<file path="config.mk">
export PLATFORM = sky130hd
export DESIGN_NAME = spmmio_arbiter
export DESIGN_NICKNAME = d
export VERILOG_FILES = /design/src/rtl/spmmio_arbiter.sv
export SDC_FILE = /design/constraint.sdc
export NUM_CORES = 1
export LEC_CHECK = 0
export ABC_AREA = 1
export BUFFER_PORTS_ARGS = -buffer_cell sky130_fd_sc_hd__buf_2
export CAP_MARGIN = 20
export CORE_AREA = 3 3 114 116
export CTS_CLUSTER_DIAMETER = 30
export CTS_CLUSTER_SIZE = 28
export DETAILED_ROUTE_END_ITERATION = 8
export DIE_AREA = 0 0 117 119
export MAX_ROUTING_LAYER = met4
export PLACE_DENSITY_LB_ADDON = 0.15
export SLEW_MARGIN = 20
export SYNTH_ARGS = -nofsm -noshare
export SYNTH_HDL_FRONTEND = slang
export SYNTH_SLANG_ARGS = --single-unit
</file>
<file path="constraint.sdc">
create_clock -name clk -period 2.4 [get_ports clk]
set_clock_uncertainty 0.15 [all_clocks]
set_input_delay 0.36 -clock clk [delete_from_list [all_inputs] [get_ports clk]]
set_output_delay 0.36 -clock clk [all_outputs]
set_load 0.02 [all_outputs]
</file>
<file path="src/rtl/spmmio_arbiter.sv">
// Purpose: two-master arbiter in front of one spmmio slave. Master 0 is the CPU and
//          master 1 is debug/DMA. Grants alternate on ties, and a granted master
//          keeps the bus until it drops cyc.
// Latency: a grant takes effect one cycle after IDLE sees the request. Once granted,
//          the slave path and the response path are purely combinational.
// Backpressure: the slave stalls by holding ack low. A stall of timeout_cycles cycles
//          ends in a one-cycle err pulse to the owning master.
// Ports:
//   clk, reset                   - clock; asynchronous active-high reset
//   mN_adr/sel/we/dat/cyc/stb_i  - bus request from master N
//   mN_ack/err/dat_o             - response to master N (held at 0 unless N is granted)
//   s_adr/sel/we/dat/cyc/stb_o   - request to the shared slave, taken from the granted master
//   s_ack_i, s_dat_i             - slave response
//   gnt                          - one-hot-or-zero grant; gnt[0] = master 0, gnt[1] = master 1
module spmmio_arbiter #(
  parameter int unsigned timeout_cycles = 255
) (
  input  logic        clk,
  input  logic        reset,
  input  logic [23:0] m0_adr_i,
  input  logic [3:0]  m0_sel_i,
  input  logic        m0_we_i,
  input  logic [31:0] m0_dat_i,
  input  logic        m0_cyc_i,
  input  logic        m0_stb_i,
  output logic        m0_ack_o,
  output logic        m0_err_o,
  output logic [31:0] m0_dat_o,
  input  logic [23:0] m1_adr_i,
  input  logic [3:0]  m1_sel_i,
  input  logic        m1_we_i,
  input  logic [31:0] m1_dat_i,
  input  logic        m1_cyc_i,
  input  logic        m1_stb_i,
  output logic        m1_ack_o,
  output logic        m1_err_o,
  output logic [31:0] m1_dat_o,
  output logic [23:0] s_adr_o,
  output logic [3:0]  s_sel_o,
  output logic        s_we_o,
  output logic [31:0] s_dat_o,
  output logic        s_cyc_o,
  output logic        s_stb_o,
  input  logic        s_ack_i,
  input  logic [31:0] s_dat_i,
  output logic [1:0]  gnt
);

  typedef enum logic [1:0] {IDLE, GRANT0, GRANT1} state_t;

  localparam logic [15:0] wdog_limit = 16'(timeout_cycles - 1);

  state_t      state, state_nxt;
  logic        last_gnt, last_gnt_nxt;
  logic [15:0] wdog, wdog_nxt;

  logic [23:0] sel_adr;
  logic [3:0]  sel_sel;
  logic        sel_we;
  logic [31:0] sel_dat;
  logic        sel_cyc;
  logic        sel_stb;
  logic        timeout;

  always_ff @(posedge clk or posedge reset) begin
    if (reset) begin
      state    <= IDLE;
      last_gnt <= 1'b1;   // master 0 wins the first tie after reset
      wdog     <= '0;
    end else begin
      state    <= state_nxt;
      last_gnt <= last_gnt_nxt;
      wdog     <= wdog_nxt;
    end
  end

  // Arbitration: no preemption. last_gnt is updated when a master gives up the bus.
  always_comb begin
    state_nxt    = state;
    last_gnt_nxt = last_gnt;
    case (state)
      IDLE: begin
        if (m0_cyc_i && m1_cyc_i) state_nxt = last_gnt ? GRANT0 : GRANT1;
        else if (m0_cyc_i)        state_nxt = GRANT0;
        else if (m1_cyc_i)        state_nxt = GRANT1;
      end
      GRANT0: begin
        if (!m0_cyc_i) begin
          last_gnt_nxt = 1'b0;
          state_nxt    = m1_cyc_i ? GRANT1 : IDLE;
        end
      end
      GRANT1: begin
        if (!m1_cyc_i) begin
          last_gnt_nxt = 1'b1;
          state_nxt    = m0_cyc_i ? GRANT0 : IDLE;
        end
      end
      default: state_nxt = IDLE;
    endcase
  end

  // Request mux. In IDLE everything stays 0, so the slave sees no stb
  // from a master that has not been granted.
  always_comb begin
    sel_adr = '0;
    sel_sel = '0;
    sel_we  = 1'b0;
    sel_dat = '0;
    sel_cyc = 1'b0;
    sel_stb = 1'b0;
    case (state)
      GRANT0: begin
        sel_adr = m0_adr_i; sel_sel = m0_sel_i; sel_we = m0_we_i;
        sel_dat = m0_dat_i; sel_cyc = m0_cyc_i; sel_stb = m0_stb_i;
      end
      GRANT1: begin
        sel_adr = m1_adr_i; sel_sel = m1_sel_i; sel_we = m1_we_i;
        sel_dat = m1_dat_i; sel_cyc = m1_cyc_i; sel_stb = m1_stb_i;
      end
      default: ;
    endcase
  end

  // The timeout fires only while ack is low, so a late ack in the limit cycle
  // still completes normally. ack and err can therefore never both be high.
  assign timeout = sel_stb && !s_ack_i && (wdog == wdog_limit);

  // The watchdog restarts on ack, on an idle strobe, on a timeout, or when the
  // grant is about to change (this also covers a master that abandons a stalled transfer).
  always_comb begin
    if ((state_nxt != state) || !sel_stb || s_ack_i || timeout) wdog_nxt = '0;
    else                                                       wdog_nxt = wdog + 16'd1;
  end

  assign s_adr_o = sel_adr;
  assign s_sel_o = sel_sel;
  assign s_we_o  = sel_we;
  assign s_dat_o = sel_dat;
  assign s_cyc_o = sel_cyc;
  assign s_stb_o = sel_stb && !timeout;

  assign gnt = {state == GRANT1, state == GRANT0};

  assign m0_ack_o = (state == GRANT0) && s_ack_i;
  assign m0_err_o = (state == GRANT0) && timeout;
  assign m0_dat_o = (state == GRANT0) ? s_dat_i : '0;
  assign m1_ack_o = (state == GRANT1) && s_ack_i;
  assign m1_err_o = (state == GRANT1) && timeout;
  assign m1_dat_o = (state == GRANT1) ? s_dat_i : '0;

endmodule

</file>
# Word level (Yosys, flattened, before mapping)
# Index checks and enable logic that the tools add are counted.
dict set report totals {
  register_bits 19
  inputBits 161
  output_inout_bits 133
  word_cells 48
}
dict set report op_classes {
  addsub 1
  n_eq_ne 6
  muxes 21
  n_reduce_logical 17
}
# cell count
set op_table {}
lappend op_table {{2-to-1 mux 32 bit} 2}
lappend op_table {{case mux 32 bit (2 select lines)} 1}
lappend op_table {{case mux 24 bit (2 select lines)} 1}
lappend op_table {{adder 16 x 1 -> 16 bit (second input constant)} 1}
lappend op_table {{equality test 16 x 8 -> 1 bit (second input constant)} 1}
lappend op_table {{2-to-1 mux 16 bit} 1}
lappend op_table {{2-to-1 mux 2 bit} 7}
lappend op_table {{logical AND 1 bit} 8}
lappend op_table {{case mux 1 bit (2 select lines)} 4}
lappend op_table {{case mux 4 bit (2 select lines)} 1}
lappend op_table {{case mux 2 bit (3 select lines)} 1}
lappend op_table {{inequality test 2 bit (second input constant)} 2}
lappend op_table {{zero test 1 bit} 3}
lappend op_table {{logical OR 1 bit} 3}
lappend op_table {{2-to-1 mux 1 bit} 3}
lappend op_table {{AND reduction 3 bit} 1}
lappend op_table {{equality test 2 x 1 -> 1 bit (second input constant)} 1}
lappend op_table {{equality test 2 bit (second input constant)} 1}
lappend op_table {{zero test 2 bit} 1}
lappend op_table {{inequality test 2 bit} 1}
lappend op_table {{nonzero test 2 bit} 1}

# Longest topological paths before layout
dict set report depth {
  depth_word 9
  mapped_depth 12
  mapped_depth_nobuf 10
}

# Worst setup path before layout
# No wires, ideal clock.
dict set report synth_path {
  path_kind {register to output}
  start {register state[0]}
  end {output s_adr_o[10]}
  arrival_ps 1823
  required_ps 1890
  setup_slack_ps 67
  path_stages_with_launch 8
  path_buffers 3
  path_cell_list {dfrtp_1 -> inv_1 -> ha_1 -> buf_2 -> clkbuf_1 -> buf_1 -> nand2_1 -> a21oi_1}
}
dict set report synth_via {
  elab_chain_len 2
  word_cells_on_any_way 3
  cone_classes {eq/ne: 2; mux: 1}
}
# element line
set synth_lines {}
lappend synth_lines {{from (decl)} 53} ;# state_t state, state_nxt;
lappend synth_lines {{from (signal assigned)} 71} ;# state <= state_nxt;
lappend synth_lines {{equality test 2 bit / equality test 2 x 1 -> 1 bit (equally long branches)} 112} ;# case (state)
lappend synth_lines {{case mux 24 bit (2 select lines) *} 112}
lappend synth_lines {{to (decl)} 38} ;# output logic [23:0] s_adr_o,
# Every way passes the cells marked *; elsewhere a longest branch is shown, timed or not.

# Worst setup path in the final report
dict set report layout_path {
  start {register state[0]}
  end {output m1_err_o}
}
dict set report layout_via {
  elab_chain_len 5
  word_cells_on_any_way 6
  cone_classes {eq/ne: 2; mux: 1; reduce/logical: 3}
}
# element line
set layout_lines {}
lappend layout_lines {{equality test 2 bit / equality test 2 x 1 -> 1 bit (equally long branches)} {112, 149}}
lappend layout_lines {{case mux 1 bit (2 select lines)} 112}
lappend layout_lines {{logical AND 1 bit (2 in a row)} 127} ;# assign timeout = sel_stb && !s_ack_i && (wdog == wdog_limit);
lappend layout_lines {{logical AND 1 bit *} 149} ;# assign m1_err_o = (state == GRANT1) && timeout;
lappend layout_lines {{to (decl)} 36} ;# output logic m1_err_o,
# Marks and branches as above.

==> metrics.md <==
| Metric | Value |
|---|---|
| Clock Sinks | `19` |
| Fraction of synthesis flops using an asynchronous set or reset pin | `100.0%` |
| Status | `complete, no violations` |
| Final setup violating endpoints | `0` |
| Setup TNS | `0 ns` |
| Clk slew on worst S/H paths | `about 0.060 ns` |
| Critical Path AT | `between 1.5 and 2 ns` |
| # fillers | `between 1000 and 1500` |
| Initial drt markers | `266` |
| Clock root buffer | `clkbuf_16` |
| Max Cap Viol | `0` |
| Latest clock arrival within the worst-skew pair | `around 0.25 ns` |
| CP startpoint kind | `register` |
| Post-synth top area share | `between 30% and 40%` |
| Share of cells above drive strength 1 | `41.61%` |
| Post-route DRC | `0` |
| Leak | `~2.9 nW` |
| Total CTS buffers | `3` |
| Ports | `294` |
| Synthesized area | `2703 um2` |
| GPL Wtd Cong | `~0.94` |
| Gate Count Post-Synth | `~520` |
| H-tree levels | `1` |
| Die Area | `13920 um2` |
| Clock Path Buffers | `2` |
| Yosys warns | `0` |
| Syn avg cell area | `5.217 um2` |
| RSZ-0062 raised after global routing | `true` |
| Fin nets | `962` |
| GRT overflow | `0` |
| P per Cell Area | `911.7 nW/um2` |
| Max VDD drop | `483.4 uV` |
| Mapped Nets | `686` |
| Kind of critical path | `register to output port` |
| Area leader, netlist | `nand2_1` |
| Ranking of synthesized cells by area | `nand2_1 32%, dfrtp_1 17%, inv_1 12%` |
| WL final | `between 10000 and 15000 um` |
| Placeable core area | `roughly 12000 um2` |
| First-pass GRT wire length | `20020 um` |
| Hold crit path type | `primary input to asynchronous set/reset pin` |
| Fin crit share | `97.55%` |
| Chip height | `119 um` |
| Final worst path period need | `about 2.3 ns` |
| Initial antenna violation count | `6` |
| Number of global-route vias before repair | `3664` |
| Pre-Repair DR Iteration Count | `4` |
| Crit Path Max Fanout | `5` |
| Final hold slack | `slightly above 0.08 ns` |
| Post-synthesis cell type count | `28` |
| Seq cells post-synth | `19` |
| Chip Width | `117 um` |
| # Post-CTS Setup Buffers | `0` |
| Antenna Nets Post-Route | `0` |
| CP Data Required Time | `1.89 ns` |
| Synth-to-Final Area Change | `65.09%` |
| Final Max Slew Viols | `0` |
| GRT Total Usage | `18.75%` |
| Post-DP HPWL | `11880 um` |
| Commonest cells in the netlist | `230 x nand2_1, 89 x inv_1, 62 x a21oi_1` |
| Effective utilization at floorplan | `between 20% and 30%` |
| Hold buffers post-CTS | `0` |
| Count leader, synth | `nand2_1` |
| Highest Clock Rate | `approximately 430 MHz` |
| EDFF count, synth | `0` |
| Main flop type after synthesis | `dfrtp_1` |
| CP Capture Type | `output port` |
| TritonCTS clock tree | `done` |
| DR WL/cell | `around 15 um` |
| Via density | `4.428` |
| Vias | `4189` |
| Final Hold Fails | `0` |
| Number of port buffers | `293` |
| Largest net degree at the start of global routing | `68` |
| Row count | `40` |
| Worst-margin pin slew | `0.7617 ns` |
| Register area share after synthesis | `17.64%` |
| Rel. slew slack | `49.16%` |
registers in the layout (all words and copies together), names as in the netlist:
register,flops
state,2
last_gnt,1
wdog,16
placed cells by master, fill, tap and decap left out, types with 4 or more instances in the layout:
cell	n
a21oi_1	60
buf_2	291
buf_4	8
dfrtp_1	18
diode_2	6
ha_1	5
inv_1	87
nand2_1	230
nand3_1	15
nand4_1	4
nor2_1	11
nor3_1	14
nor3_2	10
xnor2_1	4
xor2_1	5
metrics by stage:
step,instance area (um2),std cells,power [mW],setup WS [ns],util [%]
after floorplan,2703,518,2.527,0.06680,-
after global placement,4333,936,3.693,0.1342,36.07
after detailed placement,4333,936,3.699,0.1152,36.07
after CTS,4433,940,4.093,0.01177,36.91
after global routing,4462,946,4.424,-0.06451,37.15
final,4462,946,4.068,0.05873,37.15
cell families after synthesis:
| logic type | synth area share, % |
|---|---|
| buffers and inverters | 17.87 |
| AND/OR/NAND/NOR | 45.46 |
| flip-flops | 17.64 |
| XOR/XNOR | 2.916 |
| adder cells (fa/ha/maj) | 3.241 |
| AO/OA/AOI/OAI | 12.87 |
per-layer routing:
metal  wire (um)  share of wire, %  GRT usage, %  up-vias
met5           0                 0             -        -
met3        1752                12         8.181        8
met2        6502                46         29.52      213
li1            -                 -             -     2127
met4         114              0.81         2.509        0
met1        5790                41         22.84     1841
worst paths after layout:
check                           startpoint        to  slack (ns)  depth (start not counted)
worst max register to register    state[0]   wdog[6]        0.25                         12
min in group clk                  last_gnt  last_gnt        0.34                          2
worst max-delay path              state[0]  m1_err_o        0.06                         10
worst min register to register    last_gnt  last_gnt        0.34                          2
worst min-delay path                 reset   wdog[0]        0.08                          2
max in group asynchronous            reset  state[0]        1.53                          2
critical path, stage by stage (launching register included):
cell and delay, ns:
dfrtp_1 0.37, buf_4 0.16, ha_4 0.16, nand2_1 0.05, nand2_1 0.05, nand2_1 0.06, or2_1 0.24, nor2_2 0.14
inv_1 0.09, nor2_2 0.11, buf_4 0.16
cell type report:
| type | count | area, um2 | area share, % |
|---|---|---|---|
| diodes | 6 | 15.01 | 0.3365 |
| clock buffers | 3 | 75.07 | 1.683 |
| clock inverters | 1 | 7.507 | 0.1683 |
| inverters | 90 | 337.8 | 7.572 |
| multi-input cells | 377 | 1783 | 39.96 |
| flip-flops and latches | 19 | 476.7 | 10.68 |
| well taps | 147 | 183.9 | 4.122 |
| repair buffers | 303 | 1583 | 35.47 |
where the power goes:
group          switching, mW  internal, mW
combinational           2.34          1.01
clock                  0.131         0.225
sequential            0.0149         0.347
what timing repair did:
action | in CTS | in global routing
endpoints found under the hold margin | 0 | 0
gates resized for setup | 8 | 4
gates cloned | 0 | 0
setup endpoints to repair | 9 | 28
Power figures use the tool's default switching activity.
